--- src/rtl/ternary_neuron_accum.sv ---
// Accumulates signed (pos - neg) popcount differences over the slices of one
// ternary neuron and emits a thresholded activation over a valid/ready handshake.
module ternary_neuron_accum #(
  parameter int MAX_CHUNKS = 4,
  parameter int ACC_W      = 10,
  parameter int T_HI       = 4,
  parameter int T_LO       = -4
) (
  input  logic             clk,
  input  logic             rst_n,
  input  logic             in_valid,
  output logic             in_ready,
  input  logic [4:0]       pc_pos,
  input  logic [4:0]       pc_neg,
  input  logic             in_last,
  output logic             out_valid,
  input  logic             out_ready,
  output logic [1:0]       out_act,
  output logic [ACC_W-1:0] out_sum,
  output logic             overrun
);

  localparam int CNT_W = (MAX_CHUNKS > 1) ? $clog2(MAX_CHUNKS) : 1;
  localparam logic [CNT_W-1:0] CNT_LAST = CNT_W'(MAX_CHUNKS - 1);
  localparam logic signed [ACC_W-1:0] THI = ACC_W'(T_HI);
  localparam logic signed [ACC_W-1:0] TLO = ACC_W'(T_LO);
  localparam logic signed [ACC_W-1:0] ACC_MAX = {1'b0, {(ACC_W-1){1'b1}}};
  localparam logic signed [ACC_W-1:0] ACC_MIN = {1'b1, {(ACC_W-1){1'b0}}};
  localparam logic MULTI = (MAX_CHUNKS > 1);

  typedef enum logic [1:0] {IDLE, ACCUM, HOLD} state_t;

  state_t                   state_q, state_d;
  logic signed [ACC_W-1:0]  acc_q, acc_d;
  logic [CNT_W-1:0]         cnt_q, cnt_d;
  logic                     out_valid_q, out_valid_d;
  logic [1:0]               out_act_q, out_act_d;
  logic [ACC_W-1:0]         out_sum_q, out_sum_d;
  logic                     overrun_q, overrun_d;

  logic                     accept;
  logic                     cap;
  logic                     terminal;
  logic signed [5:0]        diff;
  logic signed [ACC_W-1:0]  acc_base;
  logic signed [ACC_W:0]    sum_wide;
  logic signed [ACC_W-1:0]  acc_next;

  assign in_ready  = !out_valid_q | out_ready;
  assign out_valid = out_valid_q;
  assign out_act   = out_act_q;
  assign out_sum   = out_sum_q;
  assign overrun   = overrun_q;

  always_comb begin
    accept   = in_valid & in_ready;
    cap      = (cnt_q == CNT_LAST);
    terminal = in_last | cap;
    diff     = {1'b0, pc_pos} - {1'b0, pc_neg};
    acc_base = (state_q == IDLE) ? '0 : acc_q;
    // One guard bit detects overflow; clamp instead of wrapping.
    sum_wide = {acc_base[ACC_W-1], acc_base} + {{(ACC_W-5){diff[5]}}, diff};
    if (sum_wide[ACC_W] != sum_wide[ACC_W-1]) begin
      acc_next = sum_wide[ACC_W] ? ACC_MIN : ACC_MAX;
    end else begin
      acc_next = sum_wide[ACC_W-1:0];
    end
  end

  always_comb begin
    state_d     = state_q;
    acc_d       = acc_q;
    cnt_d       = cnt_q;
    out_valid_d = out_valid_q;
    out_act_d   = out_act_q;
    out_sum_d   = out_sum_q;
    overrun_d   = overrun_q;
    if (accept) begin
      // Any accepted beat also completes a pending output handshake.
      out_valid_d = 1'b0;
      state_d     = ACCUM;
      acc_d       = acc_next;
      cnt_d       = cnt_q + CNT_W'(1);
      if (terminal) begin
        state_d     = HOLD;
        acc_d       = '0;
        cnt_d       = '0;
        out_valid_d = 1'b1;
        out_sum_d   = acc_next;
        if (acc_next >= THI) begin
          out_act_d = 2'b01;
        end else if (acc_next <= TLO) begin
          out_act_d = 2'b11;
        end else begin
          out_act_d = 2'b00;
        end
        if (MULTI && cap && !in_last) begin
          overrun_d = 1'b1;
        end
      end
    end else if (out_valid_q && out_ready) begin
      state_d     = IDLE;
      out_valid_d = 1'b0;
    end
  end

  always_ff @(posedge clk or negedge rst_n) begin
    if (!rst_n) begin
      state_q     <= IDLE;
      acc_q       <= '0;
      cnt_q       <= '0;
      out_valid_q <= 1'b0;
      out_act_q   <= 2'b00;
      out_sum_q   <= '0;
      overrun_q   <= 1'b0;
    end else begin
      state_q     <= state_d;
      acc_q       <= acc_d;
      cnt_q       <= cnt_d;
      out_valid_q <= out_valid_d;
      out_act_q   <= out_act_d;
      out_sum_q   <= out_sum_d;
      overrun_q   <= overrun_d;
    end
  end

endmodule

--- config.mk ---
export PLATFORM = sky130hd
export DESIGN_NAME = ternary_neuron_accum
export DESIGN_NICKNAME = d
export VERILOG_FILES = /design/src/rtl/ternary_neuron_accum.sv
export SDC_FILE = /design/constraint.sdc
export NUM_CORES = 1
export LEC_CHECK = 0
export ABC_CLOCK_PERIOD_IN_PS = 4800
export CAP_MARGIN = 20
export CELL_PAD_IN_SITES_DETAIL_PLACEMENT = 1
export CELL_PAD_IN_SITES_GLOBAL_PLACEMENT = 1
export CORE_MARGIN = 3
export CORE_UTILIZATION = 40
export CTS_BUF_LIST = sky130_fd_sc_hd__clkbuf_2 sky130_fd_sc_hd__clkbuf_4 sky130_fd_sc_hd__clkbuf_8
export DETAILED_ROUTE_END_ITERATION = 7
export GPL_TIMING_DRIVEN = 0
export PLACE_DENSITY_LB_ADDON = 0.1
export RECOVER_POWER = 100
export SYNTH_ARGS = -nofsm -noshare
export SYNTH_HDL_FRONTEND = slang
export SYNTH_SLANG_ARGS = --single-unit
--- constraint.sdc ---
create_clock -name clk -period 4.8 [get_ports clk]
set_input_delay 0.96 -clock clk [delete_from_list [all_inputs] [get_ports clk]]
set_output_delay 0.96 -clock clk [all_outputs]
set_load 0.005 [all_outputs]
# [Yosys cells after proc, flatten, opt, wreduce, memory -nomap -nowiden]
# Index checks and enable logic that the tools add are counted.
[totals] reg_bits=28 in_bits=15 output_inout_bits=15 wordCells=38
[op_classes] add_sub_neg=3 n_lt_le_gt_ge=2 n_eq_ne=2 n_mux=13 n_bitwise=3 n_reduce_logical=8
[op_table] cell="10-bit 2-to-1 mux" count=4
[op_table] cell="2-bit 2-to-1 mux" count=6
[op_table] cell="10-bit by 6-bit adder with 11-bit output" count=1
[op_table] cell="10-bit by 4-bit greater-or-equal comparator with 1-bit output, second input constant" count=1
[op_table] cell="10-bit by 3-bit <= comparator with 1-bit output, second input constant" count=1
[op_table] cell="5-bit by 5-bit subtractor with 6-bit output" count=1
[op_table] cell="1-bit 2-to-1 mux" count=3
[op_table] cell="3-bit AND reduction" count=1
[op_table] cell="2-bit by 1-bit adder with 2-bit output, second input constant" count=1
[op_table] cell="2-bit == test, second input constant" count=1
[op_table] cell="1-bit logical AND" count=2
[op_table] cell="1-bit logical NOT" count=2
[op_table] cell="2-bit logical NOT" count=1
[op_table] cell="1-bit OR" count=2
[op_table] cell="2-bit AND reduction" count=1
[op_table] cell="2-bit nonzero test" count=1
[op_table] cell="1-bit bitwise AND" count=1
[op_table] cell="1-bit inequality test" count=1

# [Logic depth before layout (Yosys ltp)]
# Gate-level depths: netlist of the first run.
[logic_depth] word_depth=8 depth_mapped=16 depth_no_buf=16

# [Worst setup path after synthesis of the first run]
# Ideal clock, no wire load.
[synth_timing] path_kind="in2reg" startpoint="input port pc_neg[1]" endpoint="register out_act_q[0] (netlist: out_act[0])" setup_ps=126 arrival_time_ps=3832 required_time_ps=4674 slack_ps=842 cell_stages=15 n_path_buf=0 path_cell_list="inv_1 -> ha_1 -> a21o_1 -> a21o_1 -> a21o_1 -> a21oi_1 -> ha_1 -> or2_2 -> o311a_1 -> o22a_1 -> xor2_1 -> nor2_1 -> nand4_1 -> a21o_1 -> a221o_1"
[synth_between] elab_chain_cells=7 elab_cells_between_ends=9 cone_classes="add/sub: 2; order compare: 2; eq/ne: 1; mux: 4"
[synth_rtl] element="start, declared" line_no="14" rtl="input logic [4:0] pc_neg,"
[synth_rtl] element="5-bit by 5-bit subtractor with 6-bit output *" line_no="59" rtl="diff = {1'b0, pc_pos} - {1'b0, pc_neg};"
[synth_rtl] element="10-bit by 6-bit adder with 11-bit output *" line_no="62" rtl="sum_wide = {acc_base[ACC_W-1], acc_base} + {{(ACC_W-5){diff[5]}}, diff};"
[synth_rtl] element="10-bit 2-to-1 mux or 1-bit inequality test (tied branches)" line_no="64, 63"
[synth_rtl] element="10-bit 2-to-1 mux *" line_no="63" rtl="if (sum_wide[ACC_W] != sum_wide[ACC_W-1]) begin"
[synth_rtl] element="10-bit by 3-bit <= comparator with 1-bit output" line_no="92" rtl="end else if (acc_next <= TLO) begin"
[synth_rtl] element="2-bit 2-to-1 mux" line_no="92"
[synth_rtl] element="2-bit 2-to-1 mux *" line_no="90" rtl="if (acc_next >= THI) begin"
[synth_rtl] element="end signal, assigned" line_no="121" rtl="out_act_q <= out_act_d;"
[synth_rtl] element="end, declared" line_no="37" rtl="logic [1:0] out_act_q, out_act_d;"
# Every way passes the cells marked *; elsewhere a longest branch is shown, timed or not.
# A chain may end at the register's enable or synchronous reset.

# [Final worst setup path of the first run]
# Same ends and word-level chain as after synthesis.

==> PnR_summary.wiki, run 1 <==
{| class="wikitable"
! Metric !! Value
|-
| Run status || complete, no violations
|-
| Slew at the pin closest to its max-slew limit || approximately 1000 ps
|-
| Number of flops mapped to enable cells by yosys || 0
|-
| I/O pin count || 30
|-
| Global-route wire length before repair || 7960 microns
|-
| Clock network fraction of total power || 11.4%
|-
| Minimum clock period || 4460 ps
|-
| Number of hold-repair buffers added at the cts stage || 0
|-
| Leakage power || between 1 and 1.5 nW
|-
| Startpoint class of the critical path || input pin
|-
| Setup violation total in the final timing report || 0
|-
| Horiz. Die Dim || 74.1 microns
|-
| Switch Pwr || 0.472 mW
|-
| Total track usage || 18.7%
|-
| Achievable Freq || 224 MHz
|-
| Post-Synthesis Mean Instance Area || just under 9 sq um
|-
| Class of the most critical hold timing path || flop to flop
|-
| Via count of the first global-routing pass || around 1,700
|-
| Global placement routability congestion || 0.786
|-
| Worst vdd ir || 0.229 mV
|-
| Antenna viol nets, final || 0
|-
| Detailed-route wire length per cell || 15.2 microns
|-
| Number of maximum-capacitance constraint violations || 0
|-
| Post-synthesis net count || 245
|-
| Pre-CTS setup slack || -87.3 ps
|-
| Share of the clock period used by the worst path after layout || 92.8%
|-
| CTS tree || done
|-
| Layout cell share with drive strength beyond 1 || 4.88%
|-
| Avg Vias per Cell || 5.48
|-
| TritonCTS Buffers || 3
|-
| Worst reg2reg startpoint || state_q[1]
|-
| Share of synthesized area occupied by flip-flops and latches || a little over a third
|-
| Number of register bits inferred by synthesis || 27
|-
| GR Overflow Total || 0
|-
| Worst reg-to-reg setup slack || 1320 ps
|-
| Source-to-sink clock delay at the later pin of the worst-skew pair || 280 ps
|-
| Rows || 24
|-
| Antenna violations before repair || 0
|-
| Post-layout nets || 280
|-
| Switching fraction of total power || about two fifths
|-
| Number of unique standard cell types used by synthesis || 41
|-
| Total power consumption of the routed design || 1.15 mW
|-
| Launch point of the critical path || pc_neg[1]
|-
| # diodes || 0
|-
| Cells after synthesis || around 210
|-
| Root cell of the clock tree || sky130_fd_sc_hd__clkbuf_8
|-
| Std-Cell Core Area || 0.00441 sq mm
|-
| Cell Area, Synth || 0.00185 sq mm
|-
| Fraction of post-synthesis cell area in the top cell type by area || a little over a third
|-
| Post-layout util || about half
|-
| Total of fill cells in the finished design || 533
|-
| End point of the critical path || out_act[0]
|-
| Capture point of the worst reg-to-reg path || out_act[0]
|-
| Clock Sink Count || 27
|-
| Cells on worst reg2reg path || 11
|-
| Initial Utilization || a little over two fifths
|-
| # H-tree levels || 1
|-
| Synth Warn # || 0
|-
| Footprint of the multi-input gates || 0.00110 sq mm
|-
| Area added between synthesis and finish || 22.1%
|-
| Top post-synthesis cells by count || sky130_fd_sc_hd__dfrtp_1, sky130_fd_sc_hd__nand2_1, sky130_fd_sc_hd__o21ai_0
|-
| Detailed-routing iteration count for the pre-antenna-repair pass || 4
|-
| Vias || 1,632
|-
| HPWL after detailed placement || 3640 microns
|-
| Register clock-pin slew on the reported worst setup and hold paths || 90 ps
|-
| Type of element capturing the critical path || flop
|-
| Final slew viol count || 0
|-
| Worst Hold Margin || between 400 and 500 ps
|-
| Count of input and output buffers || 29
|-
| Top FF cell, synth || sky130_fd_sc_hd__dfrtp_1
|-
| Critical path data required time || between 4000 and 5000 ps
|-
| Post-Route Skew || 8.39 ps
|-
| Area used by sequential logic in the layout || 676 sq um
|-
| Classification of the worst setup path || input pin to flop
|-
| Top post-synthesis cells by area || sky130_fd_sc_hd__dfrtp_1, sky130_fd_sc_hd__ha_1, sky130_fd_sc_hd__o21ai_0
|-
| Clock Tree Buf Depth || 2
|-
| Final Hold Violating Endpoints || 0
|-
| Die Outline Area || ~0.0055 sq mm
|-
| Fin worst setup slack || 344 ps
|-
| Detailed-route wire length || 4520 microns
|-
| Post-synthesis async set-or-reset flop share || 100%
|-
| Part of the total power dissipated in sequential elements || 31.8%
|-
| Headroom to the max-slew limit || 33.5%
|-
| Critical path arrival || 4620 ps
|-
| Internal power summed over all cells || 0.675 mW
|-
| Critical path peak fanout || 8
|-
| Yosys top cell by area || sky130_fd_sc_hd__dfrtp_1
|-
| Final routed DRC violation total || 0
|-
| Cell with the most instances after synthesis || sky130_fd_sc_hd__dfrtp_1
|-
| Ratio of total power to cell area || roughly 510 mW/mm^2
|-
| Die height || ~74 microns
|-
| Maximum number of pins on one net before global-route repair || 18
|-
| Proportion of power drawn by combinational gates || approximately 57%
|-
| Violation count after the first detailed-routing iteration || 37
|-
| Setup repair after global routing missed its margin || false
|}
-- cell type report --
type / count / share of cell area (%)
Clock inverter: 1 / 0.221
Timing Repair Buffer: 30 / 13.0
Clock buffer: 3 / 1.82
Sequential cell: 27 / 29.9
Inverter: 16 / 2.65
Buffer: 5 / 0.829
Multi-Input combinational cell: 164 / 48.8
Tap cell: 52 / 2.87
-- power by group through the flow --
stage               Clock [mW]  Sequential, mW  Combinational, mW
detailed placement           0           0.373              0.676
CTS                      0.135           0.370              0.683
finish                   0.131           0.365              0.651
floorplan                    0           0.371              0.421
global placement             0           0.370              0.663
global route             0.145           0.378              0.745
-- routing by layer --
layer	part of all wire, %	vias up	GRT usage, %	wire, microns
met1	48	793	25.4	2160
met5	0	-	0	0
met3	2.8	5	1.62	126
met4	1.3	0	6.04	58
li1	-	809	-	-
met2	48	25	31.6	2170
-- worst max-delay path, stage by stage --
cell,delay [ps]
sky130_fd_sc_hd__clkdlybuf4s50_1,460
sky130_fd_sc_hd__inv_1,60
sky130_fd_sc_hd__ha_1,270
sky130_fd_sc_hd__a21o_1,160
sky130_fd_sc_hd__a21o_1,200
sky130_fd_sc_hd__a21o_1,190
sky130_fd_sc_hd__a21oi_2,270
sky130_fd_sc_hd__ha_1,320
sky130_fd_sc_hd__a21o_1,240
sky130_fd_sc_hd__o21ai_0,300
sky130_fd_sc_hd__o21ai_0,180
sky130_fd_sc_hd__nand2b_1,230
sky130_fd_sc_hd__a21boi_2,250
sky130_fd_sc_hd__a21o_1,200
sky130_fd_sc_hd__a221o_1,320
-- how the worst min path moves through the flow --
| stage | from | to | slack [ps] | cells past startpoint |
|---|---|---|---|---|
| after global placement | acc_q[1] | acc_q[1] | 450 | 2 |
| after global routing | acc_q[4] | acc_q[4] | 510 | 2 |
| after detailed placement | acc_q[9] | acc_q[9] | 460 | 2 |
| after CTS | acc_q[9] | acc_q[9] | 480 | 2 |
| final | acc_q[9] | acc_q[9] | 480 | 2 |
| after floorplan | acc_q[0] | acc_q[0] | 440 | 2 |
-- cells in the final DEF, fill, tap and decap left out, types with 2 or more instances in the layout --
cell type / count
sky130_fd_sc_hd__clkbuf_1: 6
sky130_fd_sc_hd__clkdlybuf4s50_1: 12
sky130_fd_sc_hd__a21o_1: 7
sky130_fd_sc_hd__ha_1: 16
sky130_fd_sc_hd__inv_1: 16
sky130_fd_sc_hd__a211oi_2: 2
sky130_fd_sc_hd__xor2_1: 5
sky130_fd_sc_hd__o211ai_1: 2
sky130_fd_sc_hd__a21oi_1: 10
sky130_fd_sc_hd__clkbuf_8: 3
sky130_fd_sc_hd__fa_1: 2
sky130_fd_sc_hd__dlygate4sd3_1: 17
sky130_fd_sc_hd__a211oi_1: 2
sky130_fd_sc_hd__o21ai_0: 27
sky130_fd_sc_hd__a22o_1: 2
sky130_fd_sc_hd__nand2_1: 26
sky130_fd_sc_hd__dfrtp_1: 27
sky130_fd_sc_hd__nand2b_1: 4
sky130_fd_sc_hd__nor2b_1: 14
sky130_fd_sc_hd__nor3_1: 4
sky130_fd_sc_hd__nor2_1: 14
sky130_fd_sc_hd__or2_1: 2
sky130_fd_sc_hd__xnor2_1: 3
-- repair_timing --
item                                    CTS  global route
buffers inserted                          0             0
resized for setup                         0             1
endpoints found under the setup margin    0            17
endpoints found under the hold margin     0             0
-- registers in the layout, indices dropped and copies added, names as in the netlist --
signal   flops
state_q      2
out_sum     10
acc_q       10
cnt_q        2
overrun      1
out_act      2
-- metrics by stage --
stage	cells	cell area (sq um)	setup TNS, ps
2_1_floorplan	212	1850	0
3_3_place_gp	293	2210	-18.0
3_5_place_dp	294	2240	-87.3
4_1_cts	298	2280	0
5_1_grt	298	2260	0
6_report	298	2260	0
-- kinds of logic (layout without fill, tap and decap cells) --
family / Yosys count / count (layout) / share of synthesized area [%]
DFF: 27 / 27 / 36.4
buffers and inverters: 21 / 55 / 4.25
xor gates and xnor gates: 8 / 8 / 3.78
AOI/OAI and AO/OA: 66 / 66 / 23.4
and+or+nand+nor: 72 / 72 / 19.2
adders and majority gates: 18 / 18 / 13.0
Power figures use the tool's default switching activity.
==> inputs of run 2 (changes only) <==
--- a/config.mk
+++ b/config.mk
@@ -15,7 +15,7 @@
 export DETAILED_ROUTE_END_ITERATION = 7
 export GPL_TIMING_DRIVEN = 0
 export PLACE_DENSITY_LB_ADDON = 0.1
-export RECOVER_POWER = 100
+export RECOVER_POWER = 25
 export SYNTH_ARGS = -nofsm -noshare
 export SYNTH_HDL_FRONTEND = slang
 export SYNTH_SLANG_ARGS = --single-unit
==> PnR_summary.wiki, run 2 (synthesis gave the netlist of run 1 again) <==
{| class="wikitable"
! Metric !! Value
|-
| Total track usage || 18.7% (unchanged)
|-
| Global placement routability congestion || 0.786 (unchanged)
|-
| Critical path peak fanout || 8 (unchanged)
|-
| Post-CTS setup repair buffer count || 0 (unchanged)
|-
| CTS tree || done (unchanged)
|-
| Worst reg2reg startpoint || state_q[1] (unchanged)
|-
| Ratio of total power to cell area || 518 mW/mm^2 (was 507 mW/mm^2)
|-
| Final cell area excluding filler cells || 0.00226 sq mm (unchanged)
|-
| Cell count after placement || 294 (unchanged)
|-
| Rows || 24 (unchanged)
|-
| Via count of the first global-routing pass || 1,713 (unchanged)
|-
| Final routed DRC violation total || 0 (unchanged)
|-
| Detailed-route wire length per cell || 15.2 microns (about the same)
|-
| Final std cells w/o fill || 298 (unchanged)
|-
| Capture point of the worst reg-to-reg path || out_act[0] (unchanged)
|-
| Classification of the worst setup path || input pin to flop (unchanged)
|-
| Post-Route Skew || 7.87 ps (was 8.39 ps)
|-
| Std-Cell Core Area || 0.00441 sq mm (unchanged)
|-
| Vias || 1,631 (was 1,632)
|-
| Critical Path Slowest Stage Cell || sky130_fd_sc_hd__clkdlybuf4s50_1 (unchanged)
|-
| Worst vdd ir || 0.231 mV (was 0.229 mV)
|-
| Initial Utilization || 42.0% (unchanged)
|-
| Final Hold Violating Endpoints || 0 (unchanged)
|-
| Startpoint class of the critical path || input pin (unchanged)
|-
| Final slew viol count || 0 (unchanged)
|-
| Most frequent standard cell in the layout excluding fill and tap cells || sky130_fd_sc_hd__clkdlybuf4s50_1
|-
| Most used cells in the layout excluding fill and tap cells || sky130_fd_sc_hd__clkdlybuf4s50_1, sky130_fd_sc_hd__dfrtp_1, sky130_fd_sc_hd__o21ai_0, sky130_fd_sc_hd__nand2_1 (was sky130_fd_sc_hd__o21ai_0, sky130_fd_sc_hd__dfrtp_1, sky130_fd_sc_hd__nand2_1)
|-
| Root cell of the clock tree || sky130_fd_sc_hd__clkbuf_8 (unchanged)
|-
| Critical path data required time || 4960 ps (about the same)
|-
| Global-route wire length before repair || 7960 microns (unchanged)
|-
| # H-tree levels || 1 (unchanged)
|-
| Pre-CTS setup slack || -87.3 ps (unchanged)
|-
| Number of maximum-capacitance constraint violations || 0 (unchanged)
|-
| Critical path arrival || 4580 ps (was 4620 ps)
|-
| Detailed-routing iteration count for the pre-antenna-repair pass || 4 (unchanged)
|-
| Setup violation total in the final timing report || 0 (unchanged)
|-
| Area added between synthesis and finish || 22.1% (unchanged)
|-
| Share of the clock period used by the worst path after layout || 92.0% (was 92.8%)
|-
| Fin worst setup slack || 382 ps (was 344 ps)
|-
| Die height || 74.1 microns (unchanged)
|-
| Layout cell share with drive strength beyond 1 || 4.88% (unchanged)
|-
| DP Area || 0.00224 sq mm (unchanged)
|-
| Antenna violations before repair || 0 (unchanged)
|-
| Avg Vias per Cell || 5.47 (was 5.48)
|-
| Type of element capturing the critical path || flop (unchanged)
|-
| Run status || complete, no violations (unchanged)
|-
| Worst path cell trace || clkdlybuf4s50_1 > inv_1 > ha_1 > a21o_1 > a21o_1 > a21o_1 > a21oi_2 > ha_1 > a21o_1 > o21ai_0 > o21ai_1 > nand2b_1 > a21boi_2 > a21o_1 > a221o_1 (was clkdlybuf4s50_1 > inv_1 > ha_1 > a21o_1 > a21o_1 > a21o_1 > a21oi_2 > ha_1 > a21o_1 > o21ai_0 > o21ai_0 > nand2b_1 > a21boi_2 > a21o_1 > a221o_1)
|-
| End point of the critical path || out_act[0] (unchanged)
|-
| Die Outline Area || 0.00549 sq mm (unchanged)
|-
| HPWL after detailed placement || 3640 microns (unchanged)
|-
| Antenna viol nets, final || 0 (unchanged)
|-
| Minimum clock period || 4420 ps (was 4460 ps)
|-
| Headroom to the max-slew limit || 33.4% (was 33.5%)
|-
| Most used cell along the critical path || sky130_fd_sc_hd__a21o_1 (unchanged)
|-
| Number of hold-repair buffers added at the cts stage || 0 (unchanged)
|-
| Worst hold path stage count || 2 (unchanged)
|-
| Launch point of the critical path || pc_neg[1] (unchanged)
|-
| Violation count after the first detailed-routing iteration || 38 (was 37)
|-
| Count of input and output buffers || 29 (unchanged)
|-
| Slew at the pin closest to its max-slew limit || 998 ps (was 997 ps)
|-
| TritonCTS Buffers || 3 (unchanged)
|-
| Class of the most critical hold timing path || flop to flop (unchanged)
|-
| Maximum number of pins on one net before global-route repair || 18 (unchanged)
|-
| Cells on worst reg2reg path || 11 (unchanged)
|-
| I/O pin count || 30 (unchanged)
|-
| Detailed-route wire length || 4520 microns (about the same)
|-
| Achievable Freq || 226 MHz (was 224 MHz)
|-
| Leakage power || 1.06 nW (was 1.08 nW)
|-
| Setup repair after global routing missed its margin || false (unchanged)
|-
| Clock Tree Buf Depth || 2 (unchanged)
|-
| # diodes || 0 (unchanged)
|-
| Post-layout nets || 280 (unchanged)
|-
| Worst reg-to-reg setup slack || 1350 ps (was 1320 ps)
|-
| GR Overflow Total || 0 (unchanged)
|-
| Maximum cell stage delay along the critical path || 460 ps (about the same)
|-
| Clock Sink Count || 27 (unchanged)
|-
| Source-to-sink clock delay at the later pin of the worst-skew pair || 280 ps (about the same)
|-
| Horiz. Die Dim || 74.1 microns (unchanged)
|-
| Register clock-pin slew on the reported worst setup and hold paths || 90 ps (about the same)
|}
run 2: cell types whose count changed in the layout (fill, tap and decap cells not counted):
cell	previous run	this run
sky130_fd_sc_hd__dlygate4sd3_1	17	1
sky130_fd_sc_hd__o21ai_1	1	2
sky130_fd_sc_hd__clkdlybuf4s50_1	12	28
sky130_fd_sc_hd__o21ai_0	27	26
run 2: per-layer routing:
metal | up-vias | share of wire, % | GRT usage, %
met2 | 25 | 48 | 31.6
li1 | 808 | - | -
met5 | - | 0 | 0
met3 | 5 | 2.7 | 1.62
met4 | 0 | 1.3 | 6.04
met1 | 793 | 48 | 25.4
run 2: metrics by stage:
stage / power, mW / hold WS [ps] / utilization (%) / TNS, ps
floorplan: 0.792 / 442 / - / 0
global placement: 1.03 / 454 / 50.1 / -18.0
detailed placement: 1.05 / 462 / 50.7 / -87.3
CTS: 1.19 / 482 / 51.7 / 0
global route: 1.29 / 506 / 51.3 / 0
finish: 1.17 / 478 / 51.3 / 0
run 2: critical path: cells and delay by family:
family	cells	cell delay, ps
AO/OA/AOI/OAI	10	2290
adder cells (fa/ha/maj)	2	590
buffers and inverters	2	520
AND/OR/NAND/NOR	1	220
run 2: final cells by class:
cell class              count  area, sq um
plain buffers               5         18.8
clock buffers               3         41.3
clock inverters             1         5.00
fillers                   533         2150
inverters                  16         60.1
multi-input cells         164         1100
flip-flops and latches     27          676
well taps                  52         65.1
repair buffers             30          294
run 2: worst min path at each step:
| stage | from | to |
|---|---|---|
| after global placement | acc_q[1] | acc_q[1] |
| after CTS | acc_q[9] | acc_q[9] |
| final | acc_q[9] | acc_q[9] |
| after global routing | acc_q[4] | acc_q[4] |
| after floorplan | acc_q[0] | acc_q[0] |
| after detailed placement | acc_q[9] | acc_q[9] |
run 2: power by group:
group	leakage (nW)	total (mW)	switching [mW]	internal, mW
logic	0.696	0.673	0.356	0.317
registers	0.340	0.368	0.0466	0.321
clock network	0.0255	0.131	0.0730	0.0583
run 2: what timing repair did:
action | in CTS | in global routing
endpoints found under the hold margin | 0 | 0
endpoints found under the setup margin | 0 | 17
gates resized for setup | 0 | 1
